--- config.mk ---
export PLATFORM = sky130hd
export DESIGN_NAME = mem_arbiter
export DESIGN_NICKNAME = d
export VERILOG_FILES = /design/src/rtl/arb_pkg.sv /design/src/rtl/arb_starve_ctr.sv /design/src/rtl/mem_arbiter.sv
export SDC_FILE = /design/constraint.sdc
export NUM_CORES = 1
export LEC_CHECK = 0
export ABC_CLOCK_PERIOD_IN_PS = 1500
export CAP_MARGIN = 25
export CORE_AREA = 2 2 104 106
export DETAILED_ROUTE_END_ITERATION = 16
export DIE_AREA = 0 0 106 108
export HOLD_SLACK_MARGIN = 0.15
export PLACE_DENSITY = 0.72
export SETUP_SLACK_MARGIN = 0.5
export SYNTH_ARGS = -nofsm -noshare
export SYNTH_HDL_FRONTEND = slang
export SYNTH_SLANG_ARGS = --single-unit
--- constraint.sdc ---
create_clock -name clk -period 1.5 [get_ports clk]
set_input_delay 0.15 -clock clk [delete_from_list [all_inputs] [get_ports clk]]
set_output_delay 0.15 -clock clk [all_outputs]
set_load 0.02 [all_outputs]
--- src/rtl/arb_pkg.sv ---
// Shared types and default widths for the single-port memory arbiter.
package arb_pkg;

  localparam int ADDR_W_DEF = 32;
  localparam int DATA_W_DEF = 32;

  // Owner of the access whose response returns next cycle.
  typedef enum logic [1:0] {
    NONE = 2'd0,
    I    = 2'd1,
    D    = 2'd2
  } owner_t;

endpackage

--- src/rtl/arb_starve_ctr.sv ---
// Saturating count of cycles a pending fetch has lost arbitration; flags
// when the fetch port must be given priority.
module arb_starve_ctr #(
  parameter int STARVE_MAX = 4
) (
  input  logic clk,
  input  logic rst,
  input  logic i_req,
  input  logic i_gnt,
  output logic i_prio
);

  localparam int CW = $clog2(STARVE_MAX + 1);

  logic [CW-1:0] starve_cnt;

  assign i_prio = (starve_cnt == CW'(STARVE_MAX));

  always_ff @(posedge clk) begin
    if (rst) begin
      starve_cnt <= '0;
    end else if (!i_req || i_gnt) begin
      starve_cnt <= '0;
    end else if (!i_prio) begin
      starve_cnt <= starve_cnt + CW'(1);
    end
  end

endmodule

--- src/rtl/mem_arbiter.sv ---
// Fetch/data arbiter in front of one single-port synchronous memory.
// Optional performance counters are built when ARB_PERF_EN is defined.
//
// state  | meaning
// NONE   | IDLE: no response due next cycle
// I      | I_PEND: fetch read data returns next cycle
// D      | D_PEND: data read data / write ack returns next cycle
module mem_arbiter
  import arb_pkg::*;
#(
  parameter int ADDR_W     = ADDR_W_DEF,
  parameter int DATA_W     = DATA_W_DEF,
  parameter int STARVE_MAX = 4
) (
  input  logic              clk,
  input  logic              rst,
  input  logic              i_req,
  input  logic [ADDR_W-1:0] i_addr,
  output logic              i_gnt,
  output logic              i_rvalid,
  output logic [DATA_W-1:0] i_rdata,
  input  logic              d_req,
  input  logic              d_we,
  input  logic [ADDR_W-1:0] d_addr,
  input  logic [DATA_W-1:0] d_wdata,
  output logic              d_gnt,
  output logic              d_rvalid,
  output logic [DATA_W-1:0] d_rdata,
  output logic              m_en,
  output logic              m_we,
  output logic [ADDR_W-1:0] m_addr,
  output logic [DATA_W-1:0] m_wdata,
  input  logic [DATA_W-1:0] m_rdata
`ifdef ARB_PERF_EN
  ,
  output logic [31:0]       i_wait_cnt,
  output logic [31:0]       d_wait_cnt,
  output logic [31:0]       conflict_cnt
`endif
);

  owner_t owner_q, owner_d;
  logic   i_prio;

  arb_starve_ctr #(.STARVE_MAX(STARVE_MAX)) u_starve (
    .clk    (clk),
    .rst    (rst),
    .i_req  (i_req),
    .i_gnt  (i_gnt),
    .i_prio (i_prio)
  );

  always_comb begin
    i_gnt   = 1'b0;
    d_gnt   = 1'b0;
    owner_d = NONE;
    if (!rst) begin
      if (d_req && !(i_req && i_prio)) begin
        d_gnt   = 1'b1;
        owner_d = D;
      end else if (i_req) begin
        i_gnt   = 1'b1;
        owner_d = I;
      end
    end
  end

  assign m_en    = i_gnt | d_gnt;
  assign m_we    = d_gnt & d_we;
  assign m_addr  = d_gnt ? d_addr : i_addr;
  assign m_wdata = d_wdata;

  always_ff @(posedge clk) begin
    if (rst) owner_q <= NONE;
    else     owner_q <= owner_d;
  end

  // Gated by rst so an in-flight response is dropped during reset.
  assign i_rvalid = !rst && (owner_q == I);
  assign d_rvalid = !rst && (owner_q == D);
  assign i_rdata  = m_rdata;
  assign d_rdata  = m_rdata;

`ifdef ARB_PERF_EN
  always_ff @(posedge clk) begin
    if (rst) begin
      i_wait_cnt   <= '0;
      d_wait_cnt   <= '0;
      conflict_cnt <= '0;
    end else begin
      if (i_req && !i_gnt)  i_wait_cnt   <= i_wait_cnt + 32'd1;
      if (d_req && !d_gnt)  d_wait_cnt   <= d_wait_cnt + 32'd1;
      if (i_req && d_req)   conflict_cnt <= conflict_cnt + 32'd1;
    end
  end
`endif

endmodule

=== Word level (Yosys, flattened, before mapping) ===
Cells that the tools add are included.

* Bits in registers: 5
* Output and inout port bits: 134
* Logic and storage cells: 27

* Add/sub/neg operators: 1
* Eq/ne operators: 3
* Mux-type cells: 8
* Bitwise logic cells: 2
* Reductions and logical operators: 10

{| class="wikitable"
|+ Operators with widths
! kind !! number
|-
| $mux 32 || 1
|-
| $mux 1 || 6
|-
| $logic_and 1x1->1 || 4
|-
| $reduce_or 2->1 || 2
|-
| $add 3x1->3 const B || 1
|-
| $eq 3x3->1 const B || 1
|-
| $logic_not 1->1 || 3
|-
| $eq 2x1->1 const B || 1
|-
| $eq 2x2->1 const B || 1
|-
| $mux 2 || 1
|-
| $and 1x1->1 || 1
|-
| $logic_or 1x1->1 || 1
|-
| $or 1x1->1 || 1
|}

=== Depth between registers and ports, before layout ===
Gate-level depths: netlist of the first run.

* Depth in word-level cells: 8
* Depth in mapped cells: 7

=== Hierarchy ===
From an unflattened synthesis of the first run, not the netlist that was laid out.

* Cell total of the unflattened synthesis: 162
* Area, all modules: 1408.9 um^2

{| class="wikitable"
|+ By module, submodules not included
! module !! instances !! cells each !! area an instance (um^2)
|-
| mem_arbiter || 1 || 144 || 1238.7
|-
| arb_starve_ctr || 1 || 18 || 170.2
|}

=== Worst setup path after synthesis of the first run ===
Ideal clock, no wire load.

* Kind: flip-flop to output port
* From: register u_starve.starve_cnt[0]
* To: output port m_addr[22]
* Arrival time: 1.421 ns
* Required time: 1.350 ns
* Slack: -0.071 ns
* Cell stages (with the launch flop): 8
* Cell sequence: dfxtp_1 -> inv_1 -> ha_1 -> nand3_2 -> and2_4 -> buf_6 -> buf_12 -> mux2_4

* Longest elaborated chain between the ends: 7

{| class="wikitable"
|+ Ends and longest elaborated chain
! what !! line !! text
|-
| start, declared || arb_starve_ctr.sv:15 || <nowiki>logic [CW-1:0] starve_cnt;</nowiki>
|-
| start signal, assigned || arb_starve_ctr.sv:25 || <nowiki>starve_cnt <= starve_cnt + CW'(1);</nowiki>
|-
| $eq 3x3->1 || arb_starve_ctr.sv:17 || <nowiki>assign i_prio = (starve_cnt == CW'(STARVE_MAX));</nowiki>
|-
| $logic_and 1x1->1 || mem_arbiter.sv:58 || <nowiki>if (d_req && !(i_req && i_prio)) begin</nowiki>
|-
| $logic_not 1->1 || mem_arbiter.sv:58 ||
|-
| $logic_and 1x1->1 || mem_arbiter.sv:58 ||
|-
| $mux 1 || mem_arbiter.sv:58 ||
|-
| $mux 1 || mem_arbiter.sv:57 || <nowiki>if (!rst) begin</nowiki>
|-
| via d_gnt || mem_arbiter.sv:26 || <nowiki>output logic d_gnt,</nowiki>
|-
| $mux 32 || mem_arbiter.sv:70 || <nowiki>assign m_addr = d_gnt ? d_addr : i_addr;</nowiki>
|-
| end, declared || mem_arbiter.sv:31 || <nowiki>output logic [ADDR_W-1:0] m_addr,</nowiki>
|}

The timed path passes the listed nets, and every way through them passes these cells.

=== Final worst setup path of the first run ===
* From: register u_starve.starve_cnt[1]
* To: output port m_addr[28]

* Longest elaborated chain between the ends: 7

{| class="wikitable"
|+ Ends and longest elaborated chain
! what !! line
|-
| $eq 3x3->1 || arb_starve_ctr.sv:17
|-
| $logic_and 1x1->1 || mem_arbiter.sv:58
|-
| $logic_not 1->1 || mem_arbiter.sv:58
|-
| $logic_and 1x1->1 || mem_arbiter.sv:58
|-
| $mux 1 || mem_arbiter.sv:58
|-
| $mux 1 || mem_arbiter.sv:57
|-
| $mux 32 || mem_arbiter.sv:70
|}

No other way between the ends.

==> metrics.txt, run 1 <==
outcome=finished with violations; failing checks=negative setup slack; Fillers=1064; die width=106 um; Critical Path RT=1.35 ns; Worst Setup End Kind=output port; most area-hungry cell type in the Yosys netlist=buf_4; Total GRT Usage=7.31%; via count=1149; Tcrit/Tclk final=128%; DIE HEIGHT=108 um; CTS tree=yes; pre-CTS WS=-0.742 ns; Mapped Area=1520 sq um; Worst Tran Pin Value=0.126 ns; placed cell areas=2100 sq um; first-pass GRT wire length=6480 um; Tmin final=1.92 ns; largest net degree at the start of global routing=8; GPL Wtd Cong=0.677; initial antenna violation count=0; P per Cell Area=451 nW/um^2; Setup TNS=-11.68 ns; min-delay worst type=in -> out; Max Freq=521 MHz; Synth area leaders=buf_4, mux2_4, dfxtp_1, buf_12, mux2_2; DR vias/cell=3.41; Final setup viols=33; final worst slack=-0.418 ns; synthesis-stage register bit count=5; Worst EP arrival=1.77 ns; Hold Crit Depth=0; Initial Utilization=14.9%; Fin Clk Skew=0.00416 ns; Die ar.=11400 sq um; clock sinks=5; # port buffers=106; YS warnings=0; H-tree depth=1; layout cells sized above 1=61.7%; drt first pass iters=3; Detail Route Antenna Nets=0; Post-Syn Nets=297; total gr overflow=0; # diodes=0; Synth top area share=47.4%; root buf cell=clkbuf_8; LEAKAGE=1.05 nW; fin nets=337; startpoint types=flip-flop; Cells after DPL=318; Clock transition at path regs=0.03 ns; final instance count without filler cells=337; initial detailed-routing violation count=44; Final Max Slew Viols=0; RSZ-0062 raised after global routing=true; Post-Route WL=4600 um; final hold violation count=0; I/O pin cnt=267; clk buf depth=2; Crit Path Max Fanout=5; vias in the first global route=1169; synth-to-layout area growth=58.6%; WHS=0.300 ns; cells after synthesis=162; core area=10200 sq um; Rel. slew slack=91.4%; Peak VDD IR=0.000254 V; clock latency at the later pin of the worst-skew pair=0.22 ns; drt wl/cell=13.6 um; WS Path Type=reg -> out; post-DP HPWL=3460 um; r2r worst-path depth=10; syn avg cell area=9.38 sq um; Finished Cell Area=2410 sq um; Num CTS Buffers=3; DRC=0; post-synthesis sequential area ratio=6.58%; # rows=37; reg2reg setup slack=0.19 ns; Distinct cells, synth=20; maxcap violations=0
## cell families after synthesis
kind of cell             count (synthesis)  share of synthesized area (%)
AO/OA/AOI/OAI                            2                          0.658
adder cells (fa/ha/maj)                  2                           1.65
buffers and inverters                  103                           52.8
flip-flops                               5                           6.58
multiplexers                            33                           31.5
AND/OR/NAND/NOR                         17                           6.75
## layer usage
metal  share of wire (%)  vias up  wire, um  track usage [%]
li1                    -      503         -                -
met1                  33      485      1520             7.02
met2                  46      155      2090             11.6
met3                  21        6       963             6.93
met4                0.41        0        19             1.41
met5                   0        -         0                0
## registers in the layout, indices dropped and copies added (netlist names)
| name | flops |
|---|---|
| owner_q | 2 |
| u_starve.starve_cnt | 3 |
## layout make-up
cell class                 instances  area [sq um]  share of cell area (%)
multi-input combinational         54           693                    28.7
clock buffer                       4          45.0                    1.87
inverter                           3          11.3                   0.467
tap                              136           170                    7.06
timing repair buffer             135          1390                    57.5
sequential                         5           105                    4.36
## synth_stat cells
master	instances
nand3_1	1
nor3b_1	2
nor2_1	6
buf_4	96
dfxtp_1	5
a21oi_1	2
nor2b_4	1
mux2_4	29
ha_1	2
or2b_1	1
and2_1	1
nand2_1	2
and2_4	1
inv_1	3
buf_6	1
mux2_2	3
buf_12	3
nand3_2	1
and3_1	1
mux2i_1	1
## final timing paths
check | from | to
hold reg to reg | u_starve.starve_cnt[0]$_SDFFE_PP0P_ | u_starve.starve_cnt[0]$_SDFFE_PP0P_
setup reg to reg | u_starve.starve_cnt[1]$_SDFFE_PP0P_ | u_starve.starve_cnt[1]$_SDFFE_PP0P_
setup / recovery | u_starve.starve_cnt[1]$_SDFFE_PP0P_ | m_addr[28]
hold / removal | d_wdata[13] | m_wdata[13]
## power by group
part	internal [W]	leakage, nW	switching [W]
Sequential	0.000138	0.0424	0.00000238
Combinational	0.000451	0.982	0.000247
Clock	0.000182	0.0228	0.0000646
## worst max-delay path, cell delays in order, from the launching register on
cell and delay, ns:
dfxtp_2 0.31, inv_2 0.06, ha_4 0.13, nand3_2 0.06, and2_4 0.20, buf_6 0.12, buf_6 0.11, buf_16 0.13
mux2_4 0.30, buf_6 0.13
## timing repair
item / in CTS / in global routing
buffers inserted: 8 / 4
endpoints found under the setup margin: 41 / 42
gates cloned: 3 / 0
pin swaps: 9 / 4
hold buffers: 0 / 0
gates resized for setup: 240 / 5
## through the flow
step / power (W) / util (%)
after floorplan: 0.000791 / -
after global placement: 0.000758 / 20.5
after detailed placement: 0.000763 / 20.5
after CTS: 0.00109 / 23.1
after global routing: 0.00114 / 23.6
final: 0.00109 / 23.6
## cells in the final DEF, fill, tap and decap left out, types with 2 or more instances in the layout
master | synthesis | final
a21oi_2 | 0 | 2
buf_12 | 3 | 2
buf_16 | 0 | 2
buf_2 | 0 | 10
buf_4 | 96 | 17
buf_6 | 1 | 33
buf_8 | 0 | 2
clkbuf_8 | 0 | 3
clkdlybuf4s50_1 | 0 | 65
dfxtp_2 | 0 | 4
dlygate4sd2_1 | 0 | 2
inv_2 | 0 | 2
mux2_4 | 29 | 32
nor2_1 | 6 | 2
nor2_2 | 0 | 4
nor3b_2 | 0 | 2
(Power assumes the default switching activity.)
==> run 2: changes to the inputs <==
Settings changed: CORE_AREA 2 2 104 106 to 2 2 105 107, DIE_AREA 0 0 106 108 to 0 0 107 109, DONT_BUFFER_PORTS set to 1, PLACE_DENSITY 0.72 to 0.37, SKIP_CTS_REPAIR_TIMING set to 1.
==> run 2 against run 1 <==
  * The run still ends with negative setup slack left
  * Routed wire length is 35% lower
  * Non-clock buffer count fell by 123
  * Cell area down 52%
  * Sequential share of layout area up 4.8 points
  * Worst setup slack better by 0.20 ns
  * Power is 36% lower
  * Critical endpoint is now m_addr[27]
==> metrics.txt, run 2 (synthesis gave the netlist of run 1 again) <==
DR vias/cell=3.04; drt wl/cell=13.5 um; Clock transition at path regs=0.04 ns; core area=10600 sq um; clock latency at the later pin of the worst-skew pair=0.22 ns; clk buf depth=2; H-tree depth=1; crit path cell chain=inv_2 -> ha_4 -> nand3_2 -> and2_4 -> buf_16 -> mux2_4; post-DP HPWL=2420 um; Max Freq=584 MHz; most common cell after layout, fill and taps aside=mux2_4; I/O pin cnt=267; final worst slack=-0.213 ns; Logic pwr share=44.7%; final instance count without filler cells=219; Worst EP arrival=1.56 ns; Sequential Power Share=20.2%; initial detailed-routing violation count=7; Final Max Slew Viols=0; startpoint types=flip-flop; most frequent cells in the layout=mux2_4, buf_4, nor2_1, dfxtp_2; NetSw=0.000228 W; Total GRT Usage=3.99%; Die ar.=11700 sq um; initial antenna violation count=1; LEAKAGE=0.451 nW; root buf cell=clkbuf_8; RSZ-0062 raised after global routing=true; Finished Cell Area=1150 sq um; Initial Utilization=14.3%; largest register by flop count=u_starve.starve_cnt; synth-to-layout area growth=-24.5%; first-pass GRT wire length=3280 um; Worst Setup SP=u_starve.starve_cnt[1]$_SDFFE_PP0P_; pre-CTS WS=-0.0657 ns; vias in the first global route=602; hold path start=rst; maxcap violations=0; Post-Route WL=2970 um; clock power share=35.1%; Num CTS Buffers=3; failing checks=negative setup slack; P_int=0.000469 W; slowest cell delay on critical path=0.36 ns; WHS=0.139 ns; layout cells sized above 1=76.9%; Tmin final=1.71 ns; placed cell areas=987 sq um; Crit Path Max Fanout=17; # port buffers=0; total gr overflow=0; Worst Tran Pin Value=0.369 ns; Setup TNS=-6.75 ns; fin nets=214; Critical Path RT=1.35 ns; DIE HEIGHT=109 um; drt first pass iters=2; final hold violation count=0; WS Path Type=reg -> out; Final setup viols=33; Detail Route Antenna Nets=0; GPL Wtd Cong=0.630; Peak VDD IR=0.000254 V; P per Cell Area=608 nW/um^2; Slowest-stage cell, CP=mux2_4; Largest regs=u_starve.starve_cnt (3), owner_q (2); Sw Ratio=32.8%; via count=665; min-delay worst type=in -> reg; # rows=38; DRC=0; clock sinks=5; largest net degree at the start of global routing=34; outcome=finished with violations; Tcrit/Tclk final=114%; max reg flops=3; die width=107 um; Cells after DPL=209; Reg2Reg Launch Point=u_starve.starve_cnt[1]$_SDFFE_PP0P_; Fin Clk Skew=0.00302 ns; Worst Setup End Kind=output port; Rel. slew slack=75.3%; CTS tree=yes
[run 2: cell count changes in the layout (fill, tap and decap cells not counted), sizes merged]
cell	before	now
bufbuf	1	0
dlygate4sd3	0	3
clkdlybuf4s50	65	0
dlygate4sd2	2	0
clkbuf	4	5
buf	66	8
diode	0	1
clkdlybuf4s15	1	0
[run 2: worst max-delay path: cells and delay by family, from the launching register on]
family,cells,cell delay [ns]
buf+inv,2,0.22
mux,1,0.36
flops,1,0.32
simple gates,2,0.26
fa+ha+maj,1,0.15
[run 2: layer usage]
layer,routed length (um),vias up,GRT usage [%],part of all wire [%]
met5,0,-,0,0
met2,1370,115,5.60,46
met4,29,0,1.67,0.98
met3,710,4,5.68,24
li1,-,257,-,-
met1,856,289,2.93,29
[run 2: layout make-up]
cell class                 instances  area (sq um)
fill                            1199          9460
multi-input combinational         54           673
inverter                           3          11.3
timing repair buffer              12           135
clock buffer                       4          45.0
tap                              140           175
sequential                         5           105
antenna                            1          2.50
[run 2: path summary, 6_finish.rpt]
check                                              to  slack [ns]  cells after the start
setup reg to reg  u_starve.starve_cnt[0]$_SDFFE_PP0P_        0.47                      6
hold / removal    u_starve.starve_cnt[1]$_SDFFE_PP0P_        0.14                      3
setup / recovery                           m_addr[27]       -0.21                      6
hold reg to reg   u_starve.starve_cnt[0]$_SDFFE_PP0P_        0.51                      2
[run 2: through the flow]
stage,power (W),utilization [%]
4_1_cts,0.000683,9.74
5_1_grt,0.000741,10.8
3_3_place_gp,0.000427,9.31
3_5_place_dp,0.000428,9.31
2_1_floorplan,0.000791,-
6_report,0.000697,10.8
[run 2: power by group through the flow]
stage | Sequential [W] | Combinational, W | Clock (W)
after global routing | 0.000141 | 0.000330 | 0.000270
after floorplan | 0.000142 | 0.000649 | 0
after CTS | 0.000140 | 0.000287 | 0.000256
after global placement | 0.000142 | 0.000286 | 0
final | 0.000141 | 0.000311 | 0.000245
after detailed placement | 0.000142 | 0.000287 | 0
==> run 3: changes to the inputs <==
Settings changed: CAP_MARGIN 25 to unset.
==> results of run 3 <==
Final layout, timing and power as in run 2 (identical DEF).
==> variant 1 (flow settings as in run 3) <==
Change the package constant `ADDR_W_DEF` from 32 to 36.
--- a/src/rtl/arb_pkg.sv
+++ b/src/rtl/arb_pkg.sv
@@ -2,5 +2,5 @@
 package arb_pkg;
 
-  localparam int ADDR_W_DEF = 32;
+  localparam int ADDR_W_DEF = 36;
   localparam int DATA_W_DEF = 32;
 
Interface: changed (resized d_addr, i_addr and m_addr); port bits go from 267 to 279. The function was not compared with the original's and may differ.
==> variant 1 against run 3 <==
The run still ends with negative setup slack left; worst setup slack better by 0.021 ns; synthesized area grew 3.7%; count of clock-buffer cells in the layout stayed put; first-iteration DRC count grew 14%; sequential cell count did not move; routed wire length increased by 14%; total power rose by 5.2%; final area is 6.3% higher; largest power group unchanged.
==> variant 1: results (changes against run 3) <==
- Synthesized Nets: 309 (+4.0%)
- Multiplexer share of the synthesized area: 0.333 (+0.0173)
- Failing checks: negative setup slack
- CP top delay family: multiplexers
- Fillcell total: 1178 (-1.8%)
- RD Place Congestion: 0.557 (-12%)
- Post-synth ARST share: 0 (unchanged)
- Multi-input gates: 58 (+7.4%)
- Finished Cell Area: 1220 µm² (+6.3%)
- GRT Total Usage: 0.0458 (+0.00589)
- Wirelength per Cell: 15.2 µm (+12%)
- Number of global-route vias before repair: 671 (+11%)
- Relative slew slack: 0.750 (-0.00296)
- Inserted Diodes: 0 (-1)
- CTS H-tree lvls: 1 (unchanged)
- Inverters: 3 (unchanged)
- Sequential share of the synthesized area: 0.0635 (-0.00235)
- Via count: 727 (+9.3%)
- Post-Synth Adder-Cell Area: 0.0159 (-0.000588)
- Share of cells above drive strength 1: 0.793 (+0.0235)
- Worst hold path startpoint: rst
- Final setup fails: 36 (+9.1%)
- Placed Instances: 214 (+2.4%)
- Routed wire length: 3370 µm (+14%)
- P_leak: 0.480 nW (+6.4%)
- Setup TNS Final: -6.38 ns (+0.368 ns)
- Initial DRC count: 8 (+1)
- Post-synth top cells: buf_4 (96), mux2_4 (29), mux2_2 (7)
- Post-synthesis xor/xnor area fraction: 0 (unchanged)
- Non-Clock Buffer Area Fraction: 0.114 (-0.00393)
- Clk_skew: 0.000802 ns (-0.00222 ns)
- Library cells used by synthesis: 19 (-5.0%)
- CP Max Fanout: 14 (-3)
- Area of the multi-input gates: 744 µm² (+11%)
- Clock buf count: 4 (unchanged)
- CP Launch Type: flip-flop
- WP data arrival: 1.54 ns (-0.02 ns)
- Synth Area in Compound Gates: 0.00635 (-0.000235)
- Place WS: -0.0407 ns (+0.0251 ns)
- Global-route wire length before repair: 3770 µm (+15%)
- Area fraction of clock buffers and clock inverters: 0.0369 (-0.00234)
- Synth area leaders: buf_4 (46%), mux2_4 (28%), dfxtp_1 (6.3%), buf_12 (5.1%), mux2_2 (5.0%)
- Dpl cell area: 1040 µm² (+5.6%)
- Initial antenna violation count: 0 (-1)
- Setup ws final: -0.192 ns (+0.0208 ns)
- Nets: 226 (+5.6%)
- Largest net degree at the start of global routing: 28 (-18%)
- Status: complete, but fails checks
- 1st-pass router iterations: 4 (+2)
- Hpwl dp: 2880 µm (+19%)
- Worst vdd ir: 0.128 mV (-50%)
- Util after Layout: 0.115 (+0.00684)
- Bufs w/o clock: 12 (unchanged)
- Gate Count Post-Synth: 166 (+2.5%)
[variant 1: cell count changes after synthesis]
cell and delta:
buf_12 +1, mux2_2 +4, and3_2 +1, and3_1 -1, buf_6 -1, and2_1 -1
and2_2 +1
[variant 1: power breakdown]
part	switching [mW]	internal, mW
Clock	0.0629	0.182
Sequential	0.00292	0.139
Combinational	0.183	0.164
Total	0.249	0.485
[variant 1: routing by layer]
| layer | track usage | vias to the layer above | routed length (µm) |
|---|---|---|---|
| li1 | - | 272 | - |
| met1 | 0.0354 | 318 | 957 |
| met2 | 0.0805 | 135 | 1750 |
| met3 | 0.0442 | 2 | 659 |
| met4 | 0.0139 | 0 | 7 |
| met5 | 0 | - | 0 |
[variant 1: final timing paths]
check / to / slack (ns) / depth (start not counted)
worst max-delay path: m_addr[31] / -0.19 / 6
worst min-delay path: u_starve.starve_cnt[1] / 0.14 / 3
worst max register to register: owner_q[1] / 0.47 / 5
worst min register to register: u_starve.starve_cnt[0] / 0.50 / 2
==> variant 2 (settings of run 3) <==
Made on the original files. Encoding of `owner_t`: now one-hot (3 bits for 3 values).
--- a/src/rtl/arb_pkg.sv
+++ b/src/rtl/arb_pkg.sv
@@ -6,8 +6,8 @@
 
   // Owner of the access whose response returns next cycle.
-  typedef enum logic [1:0] {
-    NONE = 2'd0,
-    I    = 2'd1,
-    D    = 2'd2
+  typedef enum logic [2:0] {
+    NONE = 3'b001,
+    I    = 3'b010,
+    D    = 3'b100
   } owner_t;
 
Formal check against the unedited RTL: same outputs for any inputs over 10 cycles, from zero or initial values and one cycle with rst high; not proved beyond that.
==> variant 2 against run 3 <==
The flow still finishes with violations (negative setup slack); sequential cell count rose by 1; sequential power increased by 21%; final area up 8.6%; routed wire length rose by 8.9%; highest routed layer unchanged; total power increased by 4.0%; critical path depth stayed put; critical endpoint is now m_addr[22]; worst setup slack better by 0.024 ns; synthesized area increased by 1.6%.
==> variant 2: results (changes against run 3) <==
- Post-synth ARST share: 0 (unchanged)
- Largest regs: owner_q (3), u_starve.starve_cnt (3)
- Inserted Diodes: 0 (-1)
- Setup TNS Final: -5.55 ns (+1.20 ns)
- Synthesized Nets: 297 (unchanged)
- Number of global-route vias before repair: 640 (+6.3%)
- Placed Instances: 211 (+0.96%)
- Routed wire length: 3230 µm (+8.9%)
- Setup crit start: u_starve.starve_cnt[1]
- HP Class: in -> reg
- WP data arrival: 1.54 ns (-0.02 ns)
- Failing checks: negative setup slack
- Largest net degree at the start of global routing: 30 (-12%)
- Clock buffer depth: 2 (unchanged)
- Worst-path clk slew: roughly 0.030 ns
- Fin cells: 222 (+1.4%)
- Dpl cell area: 1040 µm² (+5.2%)
- Routed vias/inst: 3.13 (+3.0%)
- Worst R2R Setup Slack: 0.33 ns (-0.14 ns)
- Top FF cell, synth: dfxtp_1
- Reg-to-reg endpoint: u_starve.starve_cnt[0]
- Worst r2r path cells: 7 (+1)
- Worst vdd ir: 0.142 mV (-44%)
- Synth area leaders: buf_4 (47%), mux2_4 (28%), dfxtp_1 (7.8%), buf_12 (3.9%), mux2_2 (2.2%)
- Mapped Avg Cell Area: 9.53 µm² (+1.6%)
- Global-route wire length before repair: 3760 µm (+15%)
- Final setup fails: 33 (unchanged)
- Clk_skew: 0.00161 ns (-0.00141 ns)
- Num CTS Buffers: 3 (unchanged)
- RD Place Congestion: 0.656 (+4.1%)
- Library cells used by synthesis: 22 (+10%)
- Setup ws final: -0.189 ns (+0.0240 ns)
- CTS H-tree lvls: 1 (unchanged)
- Status: complete, but fails checks
- Sequential share of the synthesized area: 0.0778 (+0.0120)
- GRT Total Usage: 0.0458 (+0.00589)
- Share of cells above drive strength 1: 0.841 (+0.0722)
- Slowest CP cell: mux2_4
- Warnings from Yosys: 0 (unchanged)
- Relative slew slack: 0.867 (+0.114)
- Post-synth top cells: buf_4 (96), mux2_4 (29), dfxtp_1 (6)
- Hpwl dp: 2620 µm (+8.1%)
- Root buffer cell: clkbuf_8
- Setup crit end: m_addr[22]
- CP Max Fanout: 15 (-2)
- Buffers on Ports: 0 (unchanged)
- Clk_lat worst skew: 0.21 ns
- Initial DRC count: 32 (+25)
- P_leak: 0.488 nW (+8.1%)
- Net switching power: 0.232 mW (+1.4%)
- CP max stage delay: 0.36 ns (about the same)
- 1st-pass router iterations: 4 (+2)
- Initial antenna violation count: 0 (-1)
==> variant 2: cell types whose count changed in the layout (fill, tap and decap cells not counted), moves of 2 or more <==
| cell | change |
|---|---|
| nor2_1 | -3 |
| nor4b_2 | +2 |
| nor3b_2 | -2 |
| buf_6 | +5 |
==> variant 2: critical path: cells and delay by family, from the launching register on <==
| kind | cells | cell delay (ns) |
|---|---|---|
| flops | 1 | 0.32 |
| mux | 1 | 0.36 |
| fa+ha+maj | 1 | 0.15 |
| simple gates | 2 | 0.26 |
| buf+inv | 2 | 0.22 |
==> variant 2: metal layers <==
metal | vias up | GRT usage | wire, µm
met1 | 305 | 0.0426 | 1070
met3 | 8 | 0.0556 | 664
met5 | - | 0 | 0
met2 | 111 | 0.0610 | 1460
li1 | 270 | - | -
met4 | 0 | 0.0176 | 38
==> variant 2: how the worst min path moves through the flow <==
stage / endpoint / depth (start not counted) / from / slack, ns
5_1_grt: owner_q[0] / 1 / rst / 0.06
2_1_floorplan: owner_q[1] / 1 / d_req / 0.24
4_1_cts: owner_q[1] / 1 / d_req / 0.02
3_3_place_gp: owner_q[1] / 1 / d_req / 0.25
6_report: owner_q[0] / 1 / rst / 0.06
3_5_place_dp: owner_q[1] / 1 / d_req / 0.25
==> variant 2: per-stage QoR <==
| step | util | worst slack (ns) |
|---|---|---|
| detailed placement | 0.0979 | -0.0418 |
| global placement | 0.0979 | -0.0253 |
| floorplan | - | 0.0212 |
| finish | 0.118 | -0.189 |
| global route | 0.118 | -0.244 |
| CTS | 0.102 | -0.277 |
==> variant 2: area by class of cell <==
| type | count | area (µm²) |
|---|---|---|
| fill | 1191 | 9360 |
| timing repair buffer | 17 | 181 |
| sequential | 6 | 125 |
| multi-input combinational | 53 | 712 |
| inverter | 3 | 11.3 |
| clock buffer | 3 | 41.3 |
| tap | 140 | 175 |
==> variant 2: power groups by stage <==
stage | clock network [mW] | logic, mW | registers (mW)
floorplan | 0 | 0.648 | 0.172
global placement | 0 | 0.291 | 0.173
detailed placement | 0 | 0.292 | 0.173
CTS | 0.240 | 0.292 | 0.171
global route | 0.250 | 0.343 | 0.172
finish | 0.229 | 0.325 | 0.171
==> variant 2: cell families after synthesis <==
kind of cell	after synthesis	synth area share
adders and majority gates	2	0.0162
AOI/OAI and AO/OA	2	0.00648
buffers and inverters	103	0.520
DFF	6	0.0778
and+or+nand+nor	16	0.0689
muxes	33	0.310
